### src/rtl/unified_cache_miss_replay_queue_pkg.sv
// Shared packet layout constants and entry-state encoding for the miss replay queue.
package unified_cache_miss_replay_queue_pkg;

  localparam int unsigned UC_PACKET_WIDTH_IN_BITS = 64;
  localparam int unsigned UC_PACKET_ADDR_POS_LO   = 0;
  localparam int unsigned UC_PACKET_ADDR_POS_HI   = 31;
  localparam int unsigned UC_PACKET_VALID_POS     = 63;
  localparam int unsigned UC_BLOCK_SIZE_IN_BYTES  = 64;

  typedef enum logic [1:0] {
    ENTRY_INVALID    = 2'd0,
    ENTRY_WAIT_ISSUE = 2'd1,
    ENTRY_WAIT_FILL  = 2'd2,
    ENTRY_READY      = 2'd3
  } entry_state_e;

endpackage

### src/rtl/unified_cache_miss_replay_queue_find_first_one_index.sv
// Lowest-index set-bit finder; reports whether any bit is set and its index.
module find_first_one_index #(
  parameter int unsigned WIDTH = 4,
  localparam int unsigned IDX_W = (WIDTH > 1) ? $clog2(WIDTH) : 1
) (
  input  logic [WIDTH-1:0] vector_in,
  output logic             found_out,
  output logic [IDX_W-1:0] index_out
);

  // Scan from the top down so the lowest set bit is the last one written.
  always_comb begin
    found_out = 1'b0;
    index_out = '0;
    for (int i = WIDTH - 1; i >= 0; i--) begin
      if (vector_in[i]) begin
        found_out = 1'b1;
        index_out = IDX_W'(i);
      end
    end
  end

endmodule

### src/rtl/unified_cache_miss_replay_queue.sv
// Per-bank miss holding queue: one memory miss per distinct block, parked
// requests replayed into the arbiter once their block has been filled.
module unified_cache_miss_replay_queue
  import unified_cache_miss_replay_queue_pkg::*;
#(
  parameter int unsigned NUM_ENTRY                          = 4,
  parameter int unsigned UNIFIED_CACHE_PACKET_WIDTH_IN_BITS = UC_PACKET_WIDTH_IN_BITS,
  parameter int unsigned BLOCK_SIZE_IN_BYTES                = UC_BLOCK_SIZE_IN_BYTES
) (
  input  logic                                          clk_in,
  input  logic                                          reset_in,
  input  logic [UNIFIED_CACHE_PACKET_WIDTH_IN_BITS-1:0] miss_request_in,
  input  logic                                          miss_request_valid_in,
  output logic                                          miss_enqueue_ack_out,
  output logic [UNIFIED_CACHE_PACKET_WIDTH_IN_BITS-1:0] memory_miss_out,
  output logic                                          memory_miss_valid_out,
  input  logic                                          memory_miss_ack_in,
  input  logic                                          fill_done_in,
  input  logic [UNIFIED_CACHE_PACKET_WIDTH_IN_BITS-1:0] fill_packet_in,
  output logic [UNIFIED_CACHE_PACKET_WIDTH_IN_BITS-1:0] replay_request_out,
  input  logic                                          replay_request_ack_in,
  output logic                                          is_full_out
);

  localparam int unsigned W        = UNIFIED_CACHE_PACKET_WIDTH_IN_BITS;
  localparam int unsigned IDX_W    = (NUM_ENTRY > 1) ? $clog2(NUM_ENTRY) : 1;
  localparam int unsigned OFFSET_W = $clog2(BLOCK_SIZE_IN_BYTES);
  localparam int unsigned BLK_LO   = UC_PACKET_ADDR_POS_LO + OFFSET_W;
  localparam int unsigned BLK_W    = UC_PACKET_ADDR_POS_HI - BLK_LO + 1;

  function automatic logic [BLK_W-1:0] block_of(input logic [W-1:0] pkt);
    return pkt[UC_PACKET_ADDR_POS_HI:BLK_LO];
  endfunction

  entry_state_e   state_q   [NUM_ENTRY];
  entry_state_e   state_d   [NUM_ENTRY];
  logic [W-1:0]   payload_q [NUM_ENTRY];
  logic [W-1:0]   payload_d [NUM_ENTRY];

  logic [NUM_ENTRY-1:0] invalid_vec;
  logic [NUM_ENTRY-1:0] wait_issue_vec;
  logic [NUM_ENTRY-1:0] ready_vec;
  logic [NUM_ENTRY-1:0] fill_hit_vec;
  logic [NUM_ENTRY-1:0] same_block_pending_vec;

  logic             alloc_found, issue_found, replay_found;
  logic [IDX_W-1:0] alloc_idx, issue_idx, replay_idx;
  logic             enqueue_fire, issue_fire, replay_fire;
  logic             enqueue_fill_hit;
  logic [W-1:0]     replay_pkt;

  // Only the block-address field of the fill packet is consulted.
  logic             unused_fill_pkt;
  assign unused_fill_pkt = ^fill_packet_in;

  // Per-entry status vectors and address matches against fill and incoming miss.
  always_comb begin
    for (int i = 0; i < NUM_ENTRY; i++) begin
      invalid_vec[i]            = (state_q[i] == ENTRY_INVALID);
      wait_issue_vec[i]         = (state_q[i] == ENTRY_WAIT_ISSUE);
      ready_vec[i]              = (state_q[i] == ENTRY_READY);
      fill_hit_vec[i]           = fill_done_in
                                  && ((state_q[i] == ENTRY_WAIT_ISSUE) || (state_q[i] == ENTRY_WAIT_FILL))
                                  && (block_of(payload_q[i]) == block_of(fill_packet_in));
      same_block_pending_vec[i] = ((state_q[i] == ENTRY_WAIT_ISSUE) || (state_q[i] == ENTRY_WAIT_FILL))
                                  && (block_of(payload_q[i]) == block_of(miss_request_in));
    end
  end

  find_first_one_index #(.WIDTH(NUM_ENTRY)) u_alloc_finder (
    .vector_in (invalid_vec),
    .found_out (alloc_found),
    .index_out (alloc_idx)
  );

  find_first_one_index #(.WIDTH(NUM_ENTRY)) u_issue_finder (
    .vector_in (wait_issue_vec),
    .found_out (issue_found),
    .index_out (issue_idx)
  );

  find_first_one_index #(.WIDTH(NUM_ENTRY)) u_replay_finder (
    .vector_in (ready_vec),
    .found_out (replay_found),
    .index_out (replay_idx)
  );

  assign is_full_out           = ~alloc_found;
  assign miss_enqueue_ack_out  = miss_request_valid_in && alloc_found;
  assign memory_miss_valid_out = issue_found;
  assign memory_miss_out       = issue_found ? payload_q[issue_idx] : '0;

  assign enqueue_fire     = miss_enqueue_ack_out;
  assign issue_fire       = issue_found && memory_miss_ack_in;
  assign replay_fire      = replay_found && replay_request_ack_in;
  assign enqueue_fill_hit = fill_done_in && (block_of(miss_request_in) == block_of(fill_packet_in));

  // Replay packet carries its valid in-band; all zeros when nothing is ready.
  always_comb begin
    replay_pkt = '0;
    if (replay_found) begin
      replay_pkt                      = payload_q[replay_idx];
      replay_pkt[UC_PACKET_VALID_POS] = 1'b1;
    end
  end
  assign replay_request_out = replay_pkt;

  // Next-state: issue, then fill (fill overrides issue), replay-free, enqueue.
  always_comb begin
    for (int i = 0; i < NUM_ENTRY; i++) begin
      state_d[i]   = state_q[i];
      payload_d[i] = payload_q[i];
    end
    if (issue_fire) begin
      state_d[issue_idx] = ENTRY_WAIT_FILL;
    end
    for (int i = 0; i < NUM_ENTRY; i++) begin
      if (fill_hit_vec[i]) begin
        state_d[i] = ENTRY_READY;
      end
    end
    if (replay_fire) begin
      state_d[replay_idx] = ENTRY_INVALID;
    end
    if (enqueue_fire) begin
      payload_d[alloc_idx] = miss_request_in;
      if (enqueue_fill_hit) begin
        state_d[alloc_idx] = ENTRY_READY;
      end else if (|same_block_pending_vec) begin
        state_d[alloc_idx] = ENTRY_WAIT_FILL;
      end else begin
        state_d[alloc_idx] = ENTRY_WAIT_ISSUE;
      end
    end
  end

  // Entry state and payload registers with synchronous active-low reset.
  always_ff @(posedge clk_in) begin
    for (int i = 0; i < NUM_ENTRY; i++) begin
      if (!reset_in) begin
        state_q[i]   <= ENTRY_INVALID;
        payload_q[i] <= '0;
      end else begin
        state_q[i]   <= state_d[i];
        payload_q[i] <= payload_d[i];
      end
    end
  end

endmodule
### config.mk
export PLATFORM = sky130hd
export DESIGN_NAME = unified_cache_miss_replay_queue
export DESIGN_NICKNAME = d
export VERILOG_FILES = /design/src/rtl/unified_cache_miss_replay_queue_pkg.sv /design/src/rtl/unified_cache_miss_replay_queue_find_first_one_index.sv /design/src/rtl/unified_cache_miss_replay_queue.sv
export SDC_FILE = /design/constraint.sdc
export NUM_CORES = 1
export LEC_CHECK = 0
export CAP_MARGIN = 20
export CORE_MARGIN = 2
export CORE_UTILIZATION = 46
export CTS_CLUSTER_SIZE = 14
export DETAILED_ROUTE_END_ITERATION = 8
export PLACE_DENSITY = 0.82
export SLEW_MARGIN = 20
export SYNTH_ARGS = -nofsm -noshare
export SYNTH_HDL_FRONTEND = slang
export SYNTH_SLANG_ARGS = --single-unit
### constraint.sdc
create_clock -name clk_in -period 2.18 [get_ports clk_in]
set_clock_uncertainty 0.1 [all_clocks]
set_input_delay 0.436 -clock clk_in [delete_from_list [all_inputs] [get_ports clk_in]]
set_output_delay 0.436 -clock clk_in [all_outputs]
set_load 0.01 [all_outputs]
; ---- After elaboration in Yosys (flattened, before gate mapping)
; Memories as Yosys holds them, arrays and structs flattened.
; Index checks and enable logic that the tools add are counted.
[totals]
regBits = 0
latchBits = 0
mem_bits_rw = 264
romBits = 0
in_bits = 134
output_inout_bits = 131
elab_cells = 136
mem_count = 2
[memory_table]
columns = name, words, word_bits, read_ports, rd_clocked_by_memory_dff, wr, line_no
row1 = payload_q, 4, 64, 6, 0, 4, unified_cache_miss_replay_queue.sv:37  ; logic [W-1:0] payload_q [NUM_ENTRY];
row2 = state_q, 4, 2, 4, 0, 4, unified_cache_miss_replay_queue.sv:35  ; entry_state_e state_q [NUM_ENTRY];
[op_classes]
n_addsub = 0
mul = 0
n_div = 0
order_cmp = 6
eq_ne = 21
n_shift = 0
n_mux = 55
n_bitwise = 24
reduce_logical = 28
[op_table]
columns = op, count
row1 = 64-bit two-way mux, 7
row2 = 256-bit bitwise mux, 1
row3 = 256-bit two-way mux, 1
row4 = 26-bit equality test, 9
row5 = 64-bit demux with 2-bit select, 1
row6 = 2-bit two-way mux, 23
row7 = 8-bit two-way mux, 5
row8 = 1-bit logical AND, 19
row9 = 2-bit equality test (second input constant), 8
row10 = 1-bit two-way mux, 14
row11 = 4-bit bitwise AND, 3
row12 = 2-bit demux with 2-bit select, 3
row13 = 4-bit NOT, 3
row14 = 4-bit OR, 3
row15 = 3-bit >= comparator (second input constant), 3
row16 = 3-bit by 1-bit less-than comparator with 1-bit output (second input constant), 3
row17 = 2-bit NOT with 3-bit output, 3
row18 = 8-bit bitwise AND, 1
row19 = 2-bit by 1-bit equality test with 1-bit output (second input constant), 4
row20 = 2-bit logical NOT, 4
row21 = 8-bit NOT, 1
row22 = 1-bit OR, 8
row23 = 8-bit OR, 1
row24 = 1-bit logical OR, 4
row25 = 2 further kinds, 2

; ---- Depth between registers and ports, before layout
[depth]
ltp_word = 21
depth_mapped = 9
mapped_depth_nobuf = 8

; ---- By module
; Synthesis repeated with hierarchy kept, for this count alone.
[hier_totals]
hier_cells = 1883
hier_area_um2 = 16180.5
[by_module_without_submodules]
columns = mod, instances, cells_per_inst, area_per_inst_um2, seq_area_each_um2
row1 = unified_cache_miss_replay_queue, 1, 1862, 16075.4, 5285.1
row2 = find_first_one_index, 3, 7, 35.0, 0.0

; ---- Worst setup path after synthesis
; No wires, ideal clock.
[synth_path]
path_type = register -> output
start = memory state_q[2][1] (netlist bit)
end = output memory_miss_out[63]
arrival_ps = 1765
required_ps = 1644
setup_slack_ps = -121
path_stages_with_launch = 9
n_path_buf = 0
path_cell_list = dfxtp_1 inv_1 ha_1 nor2b_1 nor2_1 nor2_2 mux2_1 a222oi_1 a21oi_1
[synth_rtl]
columns = item, line_no
row1 = "start, declared", unified_cache_miss_replay_queue.sv:35
row2 = "end, declared", unified_cache_miss_replay_queue.sv:15  ; output logic [UNIFIED_CACHE_PACKET_WIDTH_IN_BITS-1:0] memory_miss_out,

==> results.md <==
- Status: finished with violations
- Failing checks: setup timing
- Worst EP arrival: 2.57 ns
- Tot GR Track Use: 39.5%
- P&R area growth vs syn: 54.8%
- Core area: 34,500 µm²
- Worst skew pair latency: around 0.59 ns
- Synth Area in Simple Gates: 22.2%
- # DRC: 0
- Main combinational cell family by area after synthesis: compound AO/OA/AOI/OAI gates
- RSZ-0062 raised after global routing: yes
- Max-slew headroom: between 60% and 70%
- IO buf count: 226
- Commonest non-fill, non-tap cells in the layout: nand2_1 (655), a21oi_1 (445), dfxtp_1 (256)
- WHS Path Cells: 4
- Post-synthesis mux area share: 0.0698%
- WS Path Type: reg2out
- Antenna Nets Post-Route: 0
- Hold_buf cts: 0
- Post-Synthesis Cells: 2,358
- Final nets: 2,936
- Clk root buf: clkbuf_16
- Worst-Margin Slew: 0.526 ns
- Top cell type's share of synthesized area: 32.8%
- Clock sinks: 264
- Number of synthesized flops with an enable pin: 0
- Total CTS buffers: 30
- Boundary Pins: ~270
- Worst Setup End Kind: primary output
- Worst hold path endpoint: payload_q[2][14]$_SDFFE_PN0P_
- Avg Inst Size Synth: 6.84 µm²
- Compound-Gate Fraction of Synth Area: roughly 23%
- Distinct cells, synth: 44
- Die width: 191 µm
- Post-route insts no fill: 3,267
- PnR worst setup slack: -0.922 ns
- Largest net degree at the start of global routing: just under 80
- Antenna Cells: 0
- Fin crit period: 3.10 ns
- Pre-antenna DRT Iters: 6
- Initial antenna violation count: 0
- MaxCap Viol Count: 0
- Worst Hold Class: in2reg
- Starting Density: 46.7%
- Final hold vios: 0
- Commonest non-fill, non-tap cell in the layout: nand2_1
- Syn Nets: 2,505
- Via density: 6.51
- Final WL: 87,200 µm
- Period utilization: 142%
- Vias in the first global route: 18,700
- Leak Pwr: 0.00925 µW
- Yosys reg bits: 264
- Die area: 36,600 µm²
- Ys Warns: 0
- Biggest area consumer among synthesized cells: dfxtp_1
- Initial DRC count: 3,544
- GRT Residual Overflow: 0
- Vias: 21,300
- Xor/xnor share of the synthesized area: 12.8%
- Hold_sp: miss_request_in[14]
- FFs w/ async S/R, synth: 0%
- Worst Setup Start Kind: flip-flop
- Wire per inst: 26.7 µm
- Post-layout util: 72.3%
- Synthesized cell area: 16,100 µm²
- CTS max path bufs: 3
- Critical Path RT: 1.64 ns
- Worst-path maximum fanout: 14
- Post-DP HPWL: 52,900 µm
- Die extent in y: 191 µm
- CTS tree: done
- Fill cells: 2,380
- Num rows: 68
- R2r worst-path depth: 11
- Gpl congestion: 1.06
- Fmax: 322 MHz
- Setup violations, final: 163
- Placed Cells: ~3,100
- Synth top area cells: dfxtp_1 (33%), nand2_1 (17%), a21oi_1 (16%)
- Layout cells sized above 1: 32.5%
- CTS H-tree depth: 1
- Synth Flop Type: dfxtp_1
- Synth Area in Adders: about 1%
- Reg clk slew, reported paths: 0.07 ns
- Reg2reg start: state_q[2][1]$_SDFF_PN0_
- First-pass GRT wire length: 111,000 µm
- Reg-to-reg endpoint: state_q[2][1]$_SDFF_PN0_
- Peak VDD IR: 0.700 mV
- Slew Viols, Final: 0
- Setup crit start: state_q[2][1]$_SDFF_PN0_
- Sequential area share after synthesis: 32.8%
- FF-to-FF setup slack: -0.22 ns
- PD cells: slightly above 600 nW/µm²
[power by group]
group	switching, µW	internal [µW]	leakage (µW)	total, µW
logic	2550	1950	0.00659	4500
clock network	2260	3160	0.000518	5420
registers	294	5040	0.00215	5340
total	5110	10100	0.00925	15300
[final cells by class]
class | count | area, µm² | share of cell area, %
Clock inverter | 12 | 164 | 0.656
Sequential cell | 264 | 5300 | 21.2
Multi-Input combinational cell | 1797 | 11500 | 46.2
Clock buffer | 43 | 880 | 3.52
Tap cell | 455 | 569 | 2.28
Timing Repair Buffer | 623 | 6240 | 25.0
Inverter | 73 | 284 | 1.14
[routing by layer]
metal	share of wire (%)	vias to the layer above	track usage (%)
li1	-	8783	-
met1	35	9790	51.6
met2	43	2041	64.1
met3	13	670	6.26
met4	8.8	0	17.9
met5	0	-	0
[flip-flops by register name (all words and copies together) (netlist names)]
signal     cells
payload_q    256
state_q        8
[worst max path at each step]
stage / endpoint / slack, ns / cells past startpoint
final: memory_miss_out[24] / -0.92 / 11
after global placement: state_q[2][0]$_SDFF_PN0_ / -0.76 / 10
after CTS: memory_miss_out[35] / -0.81 / 10
after detailed placement: state_q[2][0]$_SDFF_PN0_ / -0.82 / 10
after global routing: memory_miss_out[63] / -0.97 / 10
after floorplan: memory_miss_out[0] / -0.03 / 9
[synth_stat cells (all sizes together), types with 7 or more instances]
cell type and number:
a21oi 510, a31oi 64, buf 92, clkbuf 133
dfxtp 264, ha 13, inv 73, nand2 713
nand3 14, nand4 44, nor2 71, nor3 8
nor4 24, o21ai 7, o221ai 63, xnor2 173
xor2 61
[critical path: stages (launching register included)]
cell and delay [ns]:
dfxtp_2 0.34, inv_1 0.09, ha_4 0.20, nor2b_4 0.17, nor2_4 0.07, nor2_4 0.12, buf_12 0.13, buf_4 0.17
buf_12 0.15, nand2_1 0.08, a31oi_2 0.20, clkdlybuf4s15_2 0.25
[per-stage QoR]
step	power, µW	instance area [µm²]	setup slack [ns]	hold slack (ns)	TNS (ns)
2_1_floorplan	7170	16500	-0.0314	0.336	-0.355
3_3_place_gp	8910	21600	-0.761	0.343	-85.84
3_5_place_dp	8970	21600	-0.823	0.352	-91.34
4_1_cts	14300	22800	-0.806	0.361	-83.59
5_1_grt	15500	25000	-0.971	0.299	-93.50
6_report	15300	25000	-0.922	0.288	-86.60
[cells by family after synthesis]
group                    Yosys count
XOR/XNOR                         234
AO/OA/AOI/OAI                    660
AND/OR/NAND/NOR                  888
multiplexers                       1
adder cells (fa/ha/maj)           13
flip-flops                       264
buffers and inverters            298
[timing repair]
item | in CTS | in global routing
buffers inserted | 6 | 62
cloned | 3 | 20
endpoints found under the setup margin | 139 | 177
hold endpoints to repair | 0 | 0
pin swaps | 24 | 134
resized for setup | 369 | 559
(Power assumes the default switching activity.)
